### src/rtl/mips_cpu_run_monitor_if.sv
// Host/CPU-side signal bundle for mips_cpu_run_monitor.
// The master side drives start and CPU observations; the slave (monitor) returns CPU control and run status.
interface mips_cpu_run_monitor_if #(
  parameter int unsigned N_CH  = 1,
  parameter int unsigned CNT_W = 16
) ();
  logic                  start;
  logic [N_CH-1:0]       cpu_active;
  logic [32*N_CH-1:0]    cpu_register_v0;
  logic                  cpu_reset;
  logic                  cpu_clk_enable;
  logic                  busy;
  logic                  done;
  logic                  timeout;
  logic [N_CH-1:0]       halted;
  logic [N_CH-1:0]       no_active_err;
  logic [32*N_CH-1:0]    result_v0;
  logic [CNT_W-1:0]      cycle_count;
  logic [CNT_W*N_CH-1:0] halt_cycle;

  modport master (
    output start, cpu_active, cpu_register_v0,
    input  cpu_reset, cpu_clk_enable, busy, done, timeout, halted,
           no_active_err, result_v0, cycle_count, halt_cycle
  );

  modport slave (
    input  start, cpu_active, cpu_register_v0,
    output cpu_reset, cpu_clk_enable, busy, done, timeout, halted,
           no_active_err, result_v0, cycle_count, halt_cycle
  );
endinterface

### src/rtl/mips_cpu_run_monitor.sv
// Run controller for N_CH mips_cpu_harvard cores: reset sequencing, timeout, halt capture of v0.
// Define RUN_MONITOR_HALT_CYCLE_EN to build the per-channel halt_cycle registers (otherwise tied to 0).
module mips_cpu_run_monitor #(
  parameter int unsigned N_CH           = 1,
  parameter int unsigned TIMEOUT_CYCLES = 100,
  parameter int unsigned RESET_CYCLES   = 1,
  parameter int unsigned CNT_W          = 16
) (
  input  logic                  clk,
  input  logic                  reset,
  mips_cpu_run_monitor_if.slave bus
);
  localparam int unsigned      V0_W     = 32;
  localparam logic [CNT_W-1:0] CNT_MAX  = '1;
  localparam logic [CNT_W-1:0] RST_LAST = CNT_W'(RESET_CYCLES - 1);
  localparam logic [CNT_W-1:0] TMO_LAST = CNT_W'(TIMEOUT_CYCLES - 1);

  typedef enum logic [2:0] {
    S_IDLE, S_RSTHOLD, S_WAIT, S_RUN, S_DONE
  } state_e;

  state_e                state_q, state_d;
  logic [CNT_W-1:0]      cnt_q, cnt_d, cnt_inc_c;
  logic [N_CH-1:0]       pend_q, pend_d;
  logic [N_CH-1:0]       halted_q, halted_d;
  logic [N_CH-1:0]       noact_q, noact_d;
  logic [V0_W*N_CH-1:0]  v0_q, v0_d;
  logic                  timeout_q, timeout_d;
  logic                  done_q, done_d;
  logic                  cpu_reset_q, cpu_reset_d;
  logic                  clk_en_q, clk_en_d;
  logic                  busy_q, busy_d;

  assign cnt_inc_c = (cnt_q == CNT_MAX) ? cnt_q : cnt_q + CNT_W'(1);

  // Next-state, capture and output decode; outputs are registered from the next state.
  always_comb begin
    state_d   = state_q;
    cnt_d     = cnt_q;
    pend_d    = pend_q;
    halted_d  = halted_q;
    noact_d   = noact_q;
    v0_d      = v0_q;
    timeout_d = timeout_q;

    case (state_q)
      S_IDLE, S_DONE: begin
        if (bus.start) begin
          state_d   = S_RSTHOLD;
          cnt_d     = '0;
          pend_d    = '0;
          halted_d  = '0;
          noact_d   = '0;
          v0_d      = '0;
          timeout_d = 1'b0;
        end
      end
      S_RSTHOLD: begin
        cnt_d = cnt_inc_c;
        if (cnt_q == RST_LAST) state_d = S_WAIT;
      end
      S_WAIT: begin
        cnt_d   = cnt_inc_c;
        pend_d  = ~bus.cpu_active;
        noact_d = ~bus.cpu_active;
        state_d = S_RUN;
      end
      S_RUN: begin
        cnt_d = cnt_inc_c;
        // A pending channel captures v0 one edge after its halt was seen.
        for (int i = 0; i < N_CH; i++) begin
          if (pend_q[i]) begin
            v0_d[V0_W*i +: V0_W] = bus.cpu_register_v0[V0_W*i +: V0_W];
            halted_d[i]          = 1'b1;
            pend_d[i]            = 1'b0;
          end else if (!halted_q[i] && !bus.cpu_active[i]) begin
            pend_d[i] = 1'b1;
          end
        end
        if (&halted_q) begin
          state_d = S_DONE;
        end else if ((cnt_inc_c == TMO_LAST) && !(&halted_d)) begin
          timeout_d = 1'b1;
          state_d   = S_DONE;
        end
      end
      default: state_d = S_IDLE;
    endcase

    cpu_reset_d = (state_d == S_IDLE) || (state_d == S_RSTHOLD);
    clk_en_d    = (state_d == S_RSTHOLD) || (state_d == S_WAIT) || (state_d == S_RUN);
    busy_d      = clk_en_d;
    done_d      = (state_d == S_DONE) && (state_q != S_DONE);
  end

  always_ff @(posedge clk or negedge reset) begin
    if (!reset) begin
      state_q     <= S_IDLE;
      cnt_q       <= '0;
      pend_q      <= '0;
      halted_q    <= '0;
      noact_q     <= '0;
      v0_q        <= '0;
      timeout_q   <= 1'b0;
      done_q      <= 1'b0;
      cpu_reset_q <= 1'b1;
      clk_en_q    <= 1'b0;
      busy_q      <= 1'b0;
    end else begin
      state_q     <= state_d;
      cnt_q       <= cnt_d;
      pend_q      <= pend_d;
      halted_q    <= halted_d;
      noact_q     <= noact_d;
      v0_q        <= v0_d;
      timeout_q   <= timeout_d;
      done_q      <= done_d;
      cpu_reset_q <= cpu_reset_d;
      clk_en_q    <= clk_en_d;
      busy_q      <= busy_d;
    end
  end

`ifdef RUN_MONITOR_HALT_CYCLE_EN
  logic [CNT_W*N_CH-1:0] hc_q, hc_d;
  logic [N_CH-1:0]       cap_c;
  logic                  clr_c;

  assign cap_c = pend_q & {N_CH{state_q == S_RUN}};
  assign clr_c = bus.start && ((state_q == S_IDLE) || (state_q == S_DONE));

  // Halt cycle records the post-edge cycle count at the capture edge.
  always_comb begin
    hc_d = hc_q;
    if (clr_c) hc_d = '0;
    for (int i = 0; i < N_CH; i++) begin
      if (cap_c[i]) hc_d[CNT_W*i +: CNT_W] = cnt_inc_c;
    end
  end

  always_ff @(posedge clk or negedge reset) begin
    if (!reset) hc_q <= '0;
    else        hc_q <= hc_d;
  end

  assign bus.halt_cycle = hc_q;
`else
  assign bus.halt_cycle = '0;
`endif

  assign bus.cpu_reset      = cpu_reset_q;
  assign bus.cpu_clk_enable = clk_en_q;
  assign bus.busy           = busy_q;
  assign bus.done           = done_q;
  assign bus.timeout        = timeout_q;
  assign bus.halted         = halted_q;
  assign bus.no_active_err  = noact_q;
  assign bus.result_v0      = v0_q;
  assign bus.cycle_count    = cnt_q;
endmodule

### src/flat_wrapper.sv
// flat-port wrapper written by rule: the top's interface ports become plain ports
module mips_cpu_run_monitor_flat 
#(
  parameter int unsigned N_CH           = 1,
  parameter int unsigned TIMEOUT_CYCLES = 100,
  parameter int unsigned RESET_CYCLES   = 1,
  parameter int unsigned CNT_W          = 16
)
  (clk, reset, bus_start, bus_cpu_active, bus_cpu_register_v0, bus_cpu_reset, bus_cpu_clk_enable, bus_busy, bus_done, bus_timeout, bus_halted, bus_no_active_err, bus_result_v0, bus_cycle_count, bus_halt_cycle);
  mips_cpu_run_monitor_if #(.N_CH(N_CH), .CNT_W(CNT_W)) bus_i ();
  input  logic clk;
  input  logic reset;
  input wire logic [$bits(bus_i.start)-1:0] bus_start;
  input wire logic [$bits(bus_i.cpu_active)-1:0] bus_cpu_active;
  input wire logic [$bits(bus_i.cpu_register_v0)-1:0] bus_cpu_register_v0;
  output wire logic [$bits(bus_i.cpu_reset)-1:0] bus_cpu_reset;
  output wire logic [$bits(bus_i.cpu_clk_enable)-1:0] bus_cpu_clk_enable;
  output wire logic [$bits(bus_i.busy)-1:0] bus_busy;
  output wire logic [$bits(bus_i.done)-1:0] bus_done;
  output wire logic [$bits(bus_i.timeout)-1:0] bus_timeout;
  output wire logic [$bits(bus_i.halted)-1:0] bus_halted;
  output wire logic [$bits(bus_i.no_active_err)-1:0] bus_no_active_err;
  output wire logic [$bits(bus_i.result_v0)-1:0] bus_result_v0;
  output wire logic [$bits(bus_i.cycle_count)-1:0] bus_cycle_count;
  output wire logic [$bits(bus_i.halt_cycle)-1:0] bus_halt_cycle;
  assign bus_i.start = bus_start;
  assign bus_i.cpu_active = bus_cpu_active;
  assign bus_i.cpu_register_v0 = bus_cpu_register_v0;
  assign bus_cpu_reset = bus_i.cpu_reset;
  assign bus_cpu_clk_enable = bus_i.cpu_clk_enable;
  assign bus_busy = bus_i.busy;
  assign bus_done = bus_i.done;
  assign bus_timeout = bus_i.timeout;
  assign bus_halted = bus_i.halted;
  assign bus_no_active_err = bus_i.no_active_err;
  assign bus_result_v0 = bus_i.result_v0;
  assign bus_cycle_count = bus_i.cycle_count;
  assign bus_halt_cycle = bus_i.halt_cycle;
  mips_cpu_run_monitor #(.N_CH(N_CH), .TIMEOUT_CYCLES(TIMEOUT_CYCLES), .RESET_CYCLES(RESET_CYCLES), .CNT_W(CNT_W)) u_core (.clk(clk), .reset(reset), .bus(bus_i));
endmodule
### config.mk
export PLATFORM = sky130hd
export DESIGN_NAME = mips_cpu_run_monitor_flat
export DESIGN_NICKNAME = d
export VERILOG_FILES = /design/src/rtl/mips_cpu_run_monitor_if.sv /design/src/rtl/mips_cpu_run_monitor.sv /design/src/flat_wrapper.sv
export SDC_FILE = /design/constraint.sdc
export NUM_CORES = 1
export LEC_CHECK = 0
export BUFFER_PORTS_ARGS = -buffer_cell sky130_fd_sc_hd__buf_2
export CORE_UTILIZATION = 35
export DETAILED_ROUTE_END_ITERATION = 10
export PLACE_DENSITY = 0.67
export SYNTH_ARGS = -nofsm -noshare
export SYNTH_HDL_FRONTEND = slang
export SYNTH_SLANG_ARGS = --single-unit
export TNS_END_PERCENT = 20
### constraint.sdc
create_clock -name clk -period 2.85 [get_ports clk]
set_input_delay 0.4275 -clock clk [delete_from_list [all_inputs] [get_ports clk]]
set_output_delay 0.4275 -clock clk [all_outputs]
set_load 0.03 [all_outputs]
Word level (Yosys, flattened, before mapping)
Cells that the tools add are included.

word-level totals
  bits in registers = 58
  bits in latches = 0
  RAM bits = 0
  memory bits (read-only) = 0
  bits of input ports = 36
  output and inout port bits = 71
  word-level logic and storage cells = 73
  memories = 0

cells by class
  add/sub/neg operators = 1
  multiply operators = 0
  div/mod/pow operators = 0
  order comparisons = 0
  equal/unequal tests = 15
  shifts and indexed selects = 0
  multiplexer cells = 22
  bitwise gates (word level) = 1
  reductions and logical operators = 24

operators with widths
  operator               number
  $mux 32                2
  $pmux 32 s2            1
  $mux 16                2
  $pmux 16 s2            1
  $add 16x1->16 const B  1
  $eq 16x16->1 const B   1
  $eq 16x7->1 const B    1
  $logic_not 16->1       1
  $eq 3x2->1 const B     4
  $mux 3                 4
  $pmux 3 s4             1
  $reduce_and 2->1       4
  $mux 1                 7
  $eq 3x1->1 const B     2
  $eq 3x3->1 const B     2
  $logic_not 3->1        2
  $pmux 1 s2             3
  $reduce_bool 2->1      3
  $ne 2x1->1 const B     2
  $ne 2x2->1 const B     2
  $reduce_and 4->1       1
  $logic_and 1x1->1      3
  $logic_not 1->1        3
  $logic_or 1x1->1       3
  other kinds (7)        7

Logic depth before layout (Yosys ltp)
  depth in word-level cells = 10
  mapped depth = 9

Worst setup path after synthesis
No wires, ideal clock.

  kind = register -> register
  start = reg u_core.cnt_q[0], in the netlist u_core.bus.cycle_count[0]
  end = reg u_core.clk_en_q, in the netlist u_core.bus.cpu_clk_enable
  setup time = 0.129 ns
  data arrival time = 2.421 ns
  slack = 0.301 ns
  stages on the path, launching flop included = 8
  clock period less this slack = 2.549 ns
  cell sequence = dfrtp_1 buf_2 inv_1 ha_1 or4b_1 nor4_2 a41oi_2 a2111o_1

on the way
  word-level cells in the longest chain between the ends = 10
  elaborated cells between the ends (all ways) = 15
  classes of those cells = 1 x add/sub; 5 x eq/ne; 5 x mux; 4 x reduce/logical

RTL lines
  item                                           line                         RTL
  start, declared                                mips_cpu_run_monitor.sv:23   logic [CNT_W-1:0] cnt_q, cnt_d, cnt_inc_c;
  start signal, assigned                         mips_cpu_run_monitor.sv:111  cnt_q <= cnt_d;
  $add 16x1->16 or $eq 16x16->1 (tied branches)  mips_cpu_run_monitor.sv:34   assign cnt_inc_c = (cnt_q == CNT_MAX) ? cnt_q : cnt_q + CNT_W'(1);
  $mux 16                                        mips_cpu_run_monitor.sv:34
  $eq 16x7->1                                    mips_cpu_run_monitor.sv:82   end else if ((cnt_inc_c == TMO_LAST) && !(&halted_d)) begin
  $logic_and 1x1->1                              mips_cpu_run_monitor.sv:82
  $mux 3                                         mips_cpu_run_monitor.sv:82
  $mux 3                                         mips_cpu_run_monitor.sv:80   if (&halted_q) begin
  $pmux 3 s4 (*)                                 mips_cpu_run_monitor.sv:46   case (state_q)
  $eq 3x1->1 or $eq 3x2->1 (tied branches)       mips_cpu_run_monitor.sv:91   clk_en_d = (state_d == S_RSTHOLD) || (state_d == S_WAIT) || (state_d == S_RUN);
  $logic_or 1x1->1                               mips_cpu_run_monitor.sv:91
  $logic_or 1x1->1 (*)                           mips_cpu_run_monitor.sv:91
  via u_core.busy_d                              mips_cpu_run_monitor.sv:32   logic busy_q, busy_d;
  end signal, assigned                           mips_cpu_run_monitor.sv:119  clk_en_q <= clk_en_d;
  end, declared                                  mips_cpu_run_monitor.sv:31   logic clk_en_q, clk_en_d;

The timed path passes the listed nets; every way through them passes the cells marked *.
A chain may end at the register's enable or synchronous reset.

Final worst setup path
Same ends and word-level chain as after synthesis.

==> summary.txt <==
Clock network
  – Clock-pin slew on the worst setup and hold paths: 70 ps
  – # hold bufs at CTS: 0
  – Clock root buffer: clkbuf_8
  – H-tree lvl count: 3
  – CTS Buffer Depth: 2
  – CTS Buf Count: 9
  – Gates resized, CTS repair: 0
  – TritonCTS clock tree: built
  – Clk Latency, worst-skew pair: 330 ps
  – CTS sink count: 58
  – Postcts setup bufs: 0

Floorplan
  – Die height: 96.3 um
  – Initial core utilization: 35.9%
  – Rows: 34
  – I/O pin count: 107
  – Total core area: 8680 um2
  – Die area: 9280 um2
  – DIE WIDTH: 96.3 um

Route
  – Remaining antenna violation count: 0
  – WL/cell: 14.4 um
  – Post-detailed-route via-to-cell ratio: 5.25
  – Met3 Wirelength: 700 um
  – DR top layer: met4
  – Total number of vias: 2907
  – Drt pass-1 iters: 4
  – DRC: 0
  – Met2 wire len: 3.78 mm
  – Post-Route WL: 8.00 mm
  – Met1 wire length: 3.41 mm
  – DRT iter0 DRCs: 194

STA
  – Period minus WS final: 2600 ps
  – Actual slew at the worst max-slew pin: 539 ps
  – Final hold vios: 0
  – Final worst path period share: 91.1%
  – RSZ-0062 raised after global routing: no
  – Final setup fails: 0
  – Clk_skew: 7.69 ps
  – Hold WS: 69.1 ps
  – Max-slew violations: 0
  – Fmax: 385 MHz
  – Final setup margin: 253 ps
  – Max_slew headroom: 64.0%
  – Setup TNS: 0 ps

Place
  – Port buffer count: 90
  – Post-DP HPWL: 5.56 mm
  – Placed cell count: 539
  – Setup WS pre-CTS: 282 ps
  – Routability cong.: 0.867

Power
  – Pleak: 0.00201 uW
  – Comb pwr share: 46.0%
  – Internal: 2280 uW
  – Switching Fraction: 46.4%
  – Maximum VDD drop: 0.000591 V
  – Pwr Total: 4250 uW
  – Sw Pwr: 1970 uW
  – Register share of total power: 33.6%
  – Clock power share: 20.4%
  – Power per cell area: 1110 nW/um2

GRT
  – First-pass GRT wire length: 12.9 mm
  – Gr usage total: 18.2%
  – Largest net degree at the start of global routing: 34
  – Global route overflow: 0
  – Vias in the first global route: 2723
  – Antenna violations before repair: 0

Synth
  – Post-synth EDFFs: 0
  – Mean area per synthesized cell: 8.65 um2
  – Async SR Flop Fraction: 100%
  – Synth Area in Simple Gates: 29.8%
  – Mux contribution to synthesized area: 0.643%
  – Sequential-to-total area share from yosys stat: 46.7%
  – Synth Area in Compound Gates: 12.8%
  – Adder-Cell Fraction of Synth Area: 0.804%
  – Yosys warnings: 0
  – Cells after Synth: 360
  – Synth Area in XOR/XNOR: 0.804%
  – Synth Cell Area: 3110 um2
  – Synth Register Bits: 58
  – Count of different cell masters after synthesis: 55
  – Main combinational cell family by area after synthesis: simple AND/OR/NAND/NOR gates
  – Top FF cell, synth: dfrtp_1

Flow run
  – Max_cap viols: 0

Critical path
  – Largest fanout on the critical path: 10
  – Setup CP Type: flip-flop to flip-flop
  – Slowest stage delay, CP: 520 ps
  – CP bufs+invs: 0
  – CP required: 3060 ps
  – Delay-heaviest family, CP: compound AO/OA/AOI/OAI gates
  – Critical path's slowest cell: dfrtp_1
  – Startpoint Class: flip-flop
  – Worst path cell trace: ha_1 -> nand3_1 -> nor2_1 -> nand4_1 -> a221oi_2 -> a41oi_2 -> a2111o_1
  – Crit. End Element: flip-flop
  – Arrival time at the worst endpoint: 2810 ps

Layout
  – Layout area overhead: 22.4%
  – Final Non-Filler Cells: 554
  – N_diodes: 0
  – Filler instances: 866
  – Nets@finish: 480
  – Share of cells above drive strength 1: 27.8%

Hold path
  – Hold WC Path Type: input pin to asynchronous set/reset pin

Outcome
  – Status: complete, no violations
-- per-stage QoR --
stage,area [um2],util (%)
6_report,3810,43.9
5_1_grt,3810,43.9
4_1_cts,3810,43.9
3_5_place_dp,3580,41.3
3_3_place_gp,3580,41.3
2_1_floorplan,3170,-
-- metal layers --
layer,track usage [%],vias to the layer above
met1,22.9,1372
met3,6.08,9
met5,0,-
met4,5.51,0
li1,-,1395
met2,29.8,131
-- cells by family (layout without fill, tap and decap cells) --
kind of cell,Yosys count,after routing
fa+ha+maj,2,2
xor+xnor,2,2
simple gates,189,189
flops,58,58
compound gates,57,57
buf+inv,49,120
mux,2,2
other cells,1,16
-- synth_stat cells, drive strengths merged (3+ instances only) --
cell	n	area (um2)
a21oi	14	70.1
and2	3	18.8
and3	3	18.8
and4	5	43.8
buf	26	175
clkbuf	17	63.8
dfrtp	57	1430
inv	6	22.5
nand2	77	289
nand3	41	205
nand4	8	68.8
nor2	25	93.8
nor3	10	50.1
nor4	5	37.5
o21ai	15	75.1
-- worst paths after layout --
check	startpoint	to	slack [ps]	depth (start not counted)
setup reg to reg	u_core.bus.cycle_count[0]	u_core.bus.cpu_clk_enable	250	7
hold / removal	reset	u_core.bus.cycle_count[10]	70	1
setup / recovery	u_core.bus.cycle_count[0]	u_core.bus.cpu_clk_enable	250	7
max in group asynchronous	reset	u_core.bus.result_v0[28]	2110	2
min in group clk	bus_cpu_register_v0[26]	u_core.bus.result_v0[26]	280	3
hold reg to reg	u_core.bus.result_v0[21]	u_core.bus.result_v0[21]	500	2
-- flip-flops by register name, summed over array words and instances (netlist names) --
| signal | count |
|---|---|
| u_core.bus.timeout | 1 |
| u_core.state_q | 3 |
| u_core.bus.no_active_err | 1 |
| u_core.bus.cpu_reset | 1 |
| u_core.bus.result_v0 | 32 |
| u_core.bus.halted | 1 |
| u_core.pend_q | 1 |
| u_core.bus.cycle_count | 16 |
| u_core.bus.done | 1 |
| u_core.bus.cpu_clk_enable | 1 |
-- cell type report --
| type | count | area (um2) | share of cell area, % |
|---|---|---|---|
| multi-input combinational | 268 | 1460 | 38.2 |
| sequential | 58 | 1450 | 38.1 |
| timing repair buffer | 99 | 518 | 13.6 |
| clock buffer | 11 | 151 | 3.97 |
| tap | 108 | 135 | 3.55 |
| clock inverter | 4 | 75.1 | 1.97 |
| inverter | 6 | 22.5 | 0.591 |
-- power by group through the flow --
stage / Clock [uW] / Sequential [uW] / Combinational, uW
floorplan: 0 / 1890 / 949
global placement: 0 / 1420 / 1940
detailed placement: 0 / 1430 / 1980
CTS: 892 / 1430 / 1970
global route: 924 / 1480 / 2140
finish: 867 / 1430 / 1950
-- placed cells by master, fill, tap and decap left out, drive strengths merged, types with 3 or more instances in the layout --
cell type	synthesis	final
a21oi	14	14
and4	5	5
o21ai	15	15
conb	1	16
buf	26	99
and3	3	3
clkbuf	17	11
nor2	25	25
nor3	10	10
nor4	5	5
nand3	41	41
inv	6	6
dfrtp	57	57
nand2	77	77
nand4	8	8
and2	3	3
Note: power is estimated with default switching activity, not from simulation.
